**config.mk**
```make
export PLATFORM = sky130hd
export DESIGN_NAME = fetch_unit
export DESIGN_NICKNAME = d
export VERILOG_FILES = /design/src/rtl/fetch_unit.sv
export SDC_FILE = /design/constraint.sdc
export NUM_CORES = 1
export LEC_CHECK = 0
export ABC_CLOCK_PERIOD_IN_PS = 7150
export BUFFER_PORTS_ARGS = -buffer_cell sky130_fd_sc_hd__buf_2
export CAP_MARGIN = 15
export CORE_AREA = 2 2 131 133
export DETAILED_ROUTE_END_ITERATION = 10
export DIE_AREA = 0 0 133 135
export PLACE_DENSITY = 0.76
export SKIP_LAST_GASP = 1
export SYNTH_ARGS = -nofsm -noshare
export SYNTH_HDL_FRONTEND = slang
export SYNTH_SLANG_ARGS = --single-unit
```
**constraint.sdc**
```tcl
create_clock -name CLK -period 7.15 [get_ports CLK]
set_input_delay 0.715 -clock CLK [delete_from_list [all_inputs] [get_ports CLK]]
set_output_delay 0.715 -clock CLK [all_outputs]
set_load 0.02 [all_outputs]
```
**src/rtl/fetch_unit.sv**
```systemverilog
// Instruction-fetch stage: owns PC, PC_OLD and IR, fetches over a req/ack handshake.
// Optional macro MISALIGN_TRAP_EN traps LOAD_IR on a PC that is not word aligned.
module fetch_unit #(
  parameter int unsigned     XLEN     = 64,
  parameter logic [XLEN-1:0] RESET_PC = '0,
  parameter int unsigned     MAX_WAIT = 15
) (
  input  logic            CLK,
  input  logic            RST,
  input  logic            LOAD_IR,
  input  logic            WRITE_PC,
  input  logic [XLEN-1:0] PC_IN,
  output logic            mem_req,
  output logic [XLEN-1:0] mem_addr,
  input  logic            mem_ack,
  input  logic [31:0]     mem_rdata,
  output logic [31:0]     INSTRUCAO,
  output logic [6:0]      op_code,
  output logic [XLEN-1:0] PC,
  output logic [XLEN-1:0] PC_OLD,
  output logic            instr_valid,
  output logic            busy,
  output logic            fetch_err,
  output logic            misalign
);

  typedef enum logic [1:0] {StIdle, StReq, StErr} state_e;

  localparam logic [31:0] IrReset  = 32'h0000_0013;
  localparam logic [7:0]  WaitLast = 8'(MAX_WAIT - 1);

  state_e          state_q;
  logic [7:0]      cnt_q;
  logic [XLEN-1:0] pc_q, pc_old_q, mem_addr_q;
  logic [31:0]     ir_q;
  logic            mem_req_q, busy_q, instr_valid_q, fetch_err_q, misalign_q;
  logic            misaligned;

`ifdef MISALIGN_TRAP_EN
  assign misaligned = (pc_q[1:0] != 2'b00);
`else
  assign misaligned = 1'b0;
`endif

  always_ff @(posedge CLK or posedge RST) begin
    if (RST) begin
      state_q       <= StIdle;
      cnt_q         <= '0;
      pc_q          <= RESET_PC;
      pc_old_q      <= RESET_PC;
      mem_addr_q    <= '0;
      ir_q          <= IrReset;
      mem_req_q     <= 1'b0;
      busy_q        <= 1'b0;
      instr_valid_q <= 1'b0;
      fetch_err_q   <= 1'b0;
      misalign_q    <= 1'b0;
    end else begin
      instr_valid_q <= 1'b0;
      // PC write is independent of the fetch; a same-edge fetch still sees the old pc_q
      if (WRITE_PC) pc_q <= PC_IN;
      case (state_q)
        StIdle: begin
          if (LOAD_IR) begin
            pc_old_q <= pc_q;
            if (misaligned) begin
              misalign_q <= 1'b1;
              state_q    <= StErr;
            end else begin
              mem_addr_q <= pc_q;
              mem_req_q  <= 1'b1;
              busy_q     <= 1'b1;
              cnt_q      <= '0;
              state_q    <= StReq;
            end
          end
        end
        StReq: begin
          if (mem_ack) begin
            ir_q          <= mem_rdata;
            mem_req_q     <= 1'b0;
            busy_q        <= 1'b0;
            instr_valid_q <= 1'b1;
            state_q       <= StIdle;
          end else if (cnt_q == WaitLast) begin
            mem_req_q   <= 1'b0;
            busy_q      <= 1'b0;
            fetch_err_q <= 1'b1;
            state_q     <= StErr;
          end else begin
            cnt_q <= cnt_q + 8'd1;
          end
        end
        StErr:   ;
        default: state_q <= StIdle;
      endcase
    end
  end

  assign mem_req     = mem_req_q;
  assign mem_addr    = mem_addr_q;
  assign INSTRUCAO   = ir_q;
  assign op_code     = ir_q[6:0];
  assign PC          = pc_q;
  assign PC_OLD      = pc_old_q;
  assign instr_valid = instr_valid_q;
  assign busy        = busy_q;
  assign fetch_err   = fetch_err_q;
  assign misalign    = misalign_q;

endmodule

```
After elaboration in Yosys (flattened, before gate mapping) --
Index checks and enable logic that the tools add are counted.
Operators by class: add/sub/neg operators 1, equal/unequal tests 7, multiplexer cells 14, bitwise logic cells 2, reduce and logical (&&, ||, !) cells 8
Operators with widths (count):
- $mux 8 | 3
- $pmux 8 s2 | 1
- $reduce_and 3->1 | 3
- $add 8x1->8 const B | 1
- $eq 8x4->1 const B | 1
- $mux 2 | 3
- $ne 2x2->1 const B | 3
- $pmux 2 s3 | 1
- $mux 1 | 5
- $reduce_and 2->1 | 2
- $reduce_and 4->1 | 1
- $ne 3x3->1 const B | 1
- $eq 2x1->1 const B | 1
- $eq 2x2->1 const B | 1
- $logic_not 2->1 | 1
- $not 1->1 | 2
- $pmux 1 s2 | 1
- $reduce_bool 2->1 | 1
Storage, ports and cells: register bits 173, input port bits 101, output and inout bits 236

Logic depth before layout (Yosys ltp) --
depth after elaboration 4, depth in mapped cells 7

Worst setup path before layout --
Ideal clock, no wire load.
path kind input port to flip-flop, start input WRITE_PC, end register pc_q[0], in the netlist PC[0], setup time 0.125 ns, arrival 1.564 ns, required time 7.025 ns, path slack 5.461 ns, stages on the path 3, path buffers 2, path through clkbuf_1 > buf_2 > mux2_2
RTL lines:
- start: declaration | RTL line 11 | input logic WRITE_PC,
- end signal: assignment | RTL line 49 | pc_q <= RESET_PC;
- end signal: assignment | RTL line 61 | if (WRITE_PC) pc_q <= PC_IN;
- end: declaration | RTL line 34 | logic [XLEN-1:0] pc_q, pc_old_q, mem_addr_q;
No word-level cell between the ends.

Worst setup path after layout --
start register state_q[0], end register cnt_q[2]
Between the ends: cells in the longest elaborated chain, start to end 3, elaborated cells on any way between the ends 8
Ends and longest elaborated chain:
- start: declaration | RTL line 32 | state_e state_q;
- start signal: assignment | RTL line 47 | state_q <= StIdle;
- start signal: assignment | RTL line 68 | state_q <= StErr;
- start signal: assignment | RTL line 74 | state_q <= StReq;
- $eq 2x1->1 or $logic_not 2->1 (tied branches) | RTL line 62 | case (state_q)
- $ne 2x2->1 (no line) or $reduce_bool 2->1 (tied branches)
- $reduce_and 4->1 (no line)
- end signal: assignment | RTL line 91 | cnt_q <= cnt_q + 8'd1;
- end: declaration | RTL line 33 | logic [7:0] cnt_q;
Parallel ways exist; a longest one is shown, timed or not. A chain may end at the register's enable or synchronous reset.

==> insert_results.sql <==
INSERT INTO impl_metrics (metric_group, metric, value, unit) VALUES
('status', 'run_status', 'finished clean', ''),
('worst_setup_path', 'crit_arrival', '2810', 'ps'),
('global_route', 'grt_pass1_wl', '26.1', 'mm'),
('route', 'routed_wire_length_per_instance', '14.9', 'um'),
('clocking', 'clock_latency', '420', 'ps'),
('worst_setup_path', 'cpLargestDelayFamily', 'simple AND/OR/NAND/NOR gates', ''),
('timing', 'final.setup_skew', '8.65', 'ps'),
('logic_synthesis', 'synth.cell_area', '7180', 'um2'),
('clocking', 'clkSinkCount', '173', ''),
('global_route', 'total_track_usage', '0.184', ''),
('route', 'drtIter0Drc', '186', ''),
('worst_setup_path', 'worst_path_bufs_invs', '1', ''),
('route', 'drtAntennaViolNets', '0', ''),
('job', 'maxCapViolCount', '0', ''),
('clocking', 'cts_setup_buffers', '0', ''),
('floorplan', 'io_pins', '337', ''),
('clocking', 'tritoncts_clock_tree', 'yes', ''),
('place', 'portBuffers', '335', ''),
('logic_synthesis', 'synth_adder_area_share', '0.00348', ''),
('logic_synthesis', 'complex_gate_fraction_of_the_synthesized_area', '0.0152', ''),
('route', 'avgViaCountPerCell', '4.61', ''),
('logic_synthesis', 'post_synth_mux_area_share', '0.153', ''),
('logic_synthesis', 'synthDistinctLibCells', '37', ''),
('clocking', 'cts_buffers', '17', ''),
('worst_setup_path', 'r2r-start', 'state_q[0]', ''),
('logic_synthesis', 'synth-warning-count', '0', ''),
('logic_synthesis', 'synth-seq-cells', '173', ''),
('route', 'finalWirelength', '16.5', 'mm'),
('logic_synthesis', 'synth_top_cell_area_share', '0.592', ''),
('logic_synthesis', 'synth_xor_xnor_area_share', '0.00244', ''),
('place', 'place.detailed.hpwl', '11.8', 'mm'),
('logic_synthesis', 'syn_inst', '610', ''),
('timing', 'maxSlewHeadroom', '0.244', ''),
('floorplan', 'placementRows', '47', ''),
('route', 'drt_first_pass_iters', '4', ''),
('finish', 'synthToLayoutAreaGrowth', '27.0', '%'),
('finish', 'post-route-cell-area', '9130', 'um2'),
('worst_setup_path', 'cpMaxStageDelayCell', 'sky130_fd_sc_hd__nor3b_4', ''),
('logic_synthesis', 'seq_area_frac_synth', '0.603', ''),
('pwr', 'leakage', '4.90', 'nW'),
('clocking', 'ctsHoldBuffers', '0', ''),
('worst_setup_path', 'critical_path_peak_fanout', '40', ''),
('logic_synthesis', 'synth_area_leaders', 'sky130_fd_sc_hd__dfrtp_1 (59%), sky130_fd_sc_hd__mux2_2 (15%), sky130_fd_sc_hd__nand2_1 (10%)', ''),
('finish', 'drive_above_1_share', '0.544', ''),
('timing', 'final_period_minus_worst_setup_slack', '2510', 'ps'),
('clocking', 'cts.clk_slew.worst_paths', '70', 'ps'),
('global_route', 'globalRoute.totalOverflow', '0', ''),
('timing', 'final.setup.worst_slack', '4640', 'ps'),
('logic_synthesis', 'synth_top_family_by_area', 'multiplexers', ''),
('worst_setup_path', 'crit_chain', 'nor3b_4 > buf_4 > nor2_4 > a211o_1', ''),
('place', 'routabilityCongestion', '0.766', ''),
('global_route', 'grt_start_max_net_pins', '109', ''),
('timing', 'timing_worst_slew_pin_value', '1130', 'ps'),
('timing', 'finalHoldViolations', '0', ''),
('place', 'dpl-instance-area', '8510', 'um2'),
('timing', 'post-route-period-util', '0.350', ''),
('worst_setup_path', 'timing.critical_path.required', '7450', 'ps'),
('route', 'route.detailed.drc', '0', ''),
('pwr', 'ir_drop', '0.202', 'mV'),
('worst_setup_path', 'worst_setup_path_end_kind', 'flip-flop', ''),
('worst_setup_path', 'critPathLaunch', 'state_q[0]', ''),
('worst_setup_path', 'rrSetupSlack', '4640', 'ps'),
('worst_setup_path', 'timing_worst_setup_path_type', 'reg2reg', ''),
('clocking', 'clock_path_buffers', '2', ''),
('floorplan', 'start_util', '0.438', ''),
('hold_path', 'hold_path_class', 'in2async', ''),
('floorplan', 'floorplan.core_area', '16400', 'um2'),
('logic_synthesis', 'synth_top_cell_by_area', 'sky130_fd_sc_hd__dfrtp_1', ''),
('clocking', 'cts_root_buffer', 'sky130_fd_sc_hd__clkbuf_16', ''),
('route', 'dr_total_vias', '5096', ''),
('timing', 'slew_violations', '0', '');
[synth_stat cells]
cell and count:
sky130_fd_sc_hd__nor3b_4 2, sky130_fd_sc_hd__nor3b_1 2, sky130_fd_sc_hd__dfstp_2 3, sky130_fd_sc_hd__buf_1 1
sky130_fd_sc_hd__and4_1 1, sky130_fd_sc_hd__ha_1 2, sky130_fd_sc_hd__xnor2_1 1, sky130_fd_sc_hd__a21oi_1 1
sky130_fd_sc_hd__o21ai_1 1, sky130_fd_sc_hd__nor3b_2 1, sky130_fd_sc_hd__a21bo_2 1, sky130_fd_sc_hd__clkbuf_1 5
sky130_fd_sc_hd__inv_1 6, sky130_fd_sc_hd__and3_1 1, sky130_fd_sc_hd__a22o_1 2, sky130_fd_sc_hd__mux2_2 96
sky130_fd_sc_hd__o2bb2ai_1 1, sky130_fd_sc_hd__dfrtp_1 170, sky130_fd_sc_hd__nor2_4 1, sky130_fd_sc_hd__o21ai_0 2
sky130_fd_sc_hd__nor2_1 3, sky130_fd_sc_hd__nand2_2 1, sky130_fd_sc_hd__nor3_1 1, sky130_fd_sc_hd__nand2_1 197
sky130_fd_sc_hd__mux2i_1 2, sky130_fd_sc_hd__o41ai_2 1, sky130_fd_sc_hd__nor2b_2 1, sky130_fd_sc_hd__buf_4 73
sky130_fd_sc_hd__nand3_1 5, sky130_fd_sc_hd__conb_1 1, sky130_fd_sc_hd__buf_2 18, sky130_fd_sc_hd__and4bb_2 1
sky130_fd_sc_hd__a211o_1 2, sky130_fd_sc_hd__nand4_1 1, sky130_fd_sc_hd__nand2b_1 1, sky130_fd_sc_hd__xor2_1 1
sky130_fd_sc_hd__a21boi_4 1
[kinds of logic (layout without fill, tap and decap cells)]
logic type	after synthesis	in the layout
other	1	2
adders and majority gates	2	2
AOI/OAI and AO/OA	12	12
and+or+nand+nor	219	219
DFF	173	173
xor gates and xnor gates	2	2
buffers and inverters	103	377
muxes	98	98
[path summary, 6_finish.rpt]
path | cells after the start | end
min reg2reg | 2 | mem_addr[27]
min in group CLK | 2 | mem_addr[27]
max | 4 | cnt_q[2]
min | 2 | INSTRUCAO[23]
max reg2reg | 4 | cnt_q[2]
max in group asynchronous | 3 | mem_addr[31]
[per-stage QoR]
step	hold WS (ps)	utilization	instances	power [mW]
after global placement	452	0.519	1072	2.41
final	474	0.556	1105	3.36
after floorplan	484	-	610	2.17
after detailed placement	465	0.519	1072	2.44
after global routing	500	0.556	1104	3.54
after CTS	488	0.556	1104	3.40
[registers in the layout, indices dropped and copies added, names as in the netlist]
register     flops
PC              64
state_q          2
mem_addr        64
cnt_q            8
instr_valid      1
INSTRUCAO       32
fetch_err        1
busy             1
[final cells by class]
type | instances | area (um2)
diodes | 1 | 2.50
clock buffers | 18 | 429
clock inverters | 14 | 181
fillers | 1384 | 7280
inverters | 6 | 27.5
multi-input cells | 334 | 2170
flip-flops and latches | 173 | 4330
well taps | 220 | 275
repair buffers | 339 | 1710
[where the power goes]
group,internal [mW],switching (mW)
Clock,0.557,0.393
Sequential,1.19,0.160
Combinational,0.371,0.691
Total,2.12,1.24
[cells in the final DEF (no fill, tap or decap), types with 4 or more instances in the layout]
cell,count
sky130_fd_sc_hd__dfrtp_1,170
sky130_fd_sc_hd__inv_1,5
sky130_fd_sc_hd__inv_6,4
sky130_fd_sc_hd__nand3_1,5
sky130_fd_sc_hd__mux2_2,96
sky130_fd_sc_hd__buf_2,335
sky130_fd_sc_hd__buf_4,4
sky130_fd_sc_hd__nand2_1,196
sky130_fd_sc_hd__clkbuf_16,17
[routing by layer]
layer / part of all wire / global-route usage / up-vias
met3: 0.058 / 0.0522 / 14
met2: 0.51 / 0.312 / 176
met5: 0 / 0 / -
met1: 0.42 / 0.233 / 2471
met4: 0.010 / 0.0526 / 0
li1: - / - / 2435
Note: power is estimated with default switching activity, not from simulation.
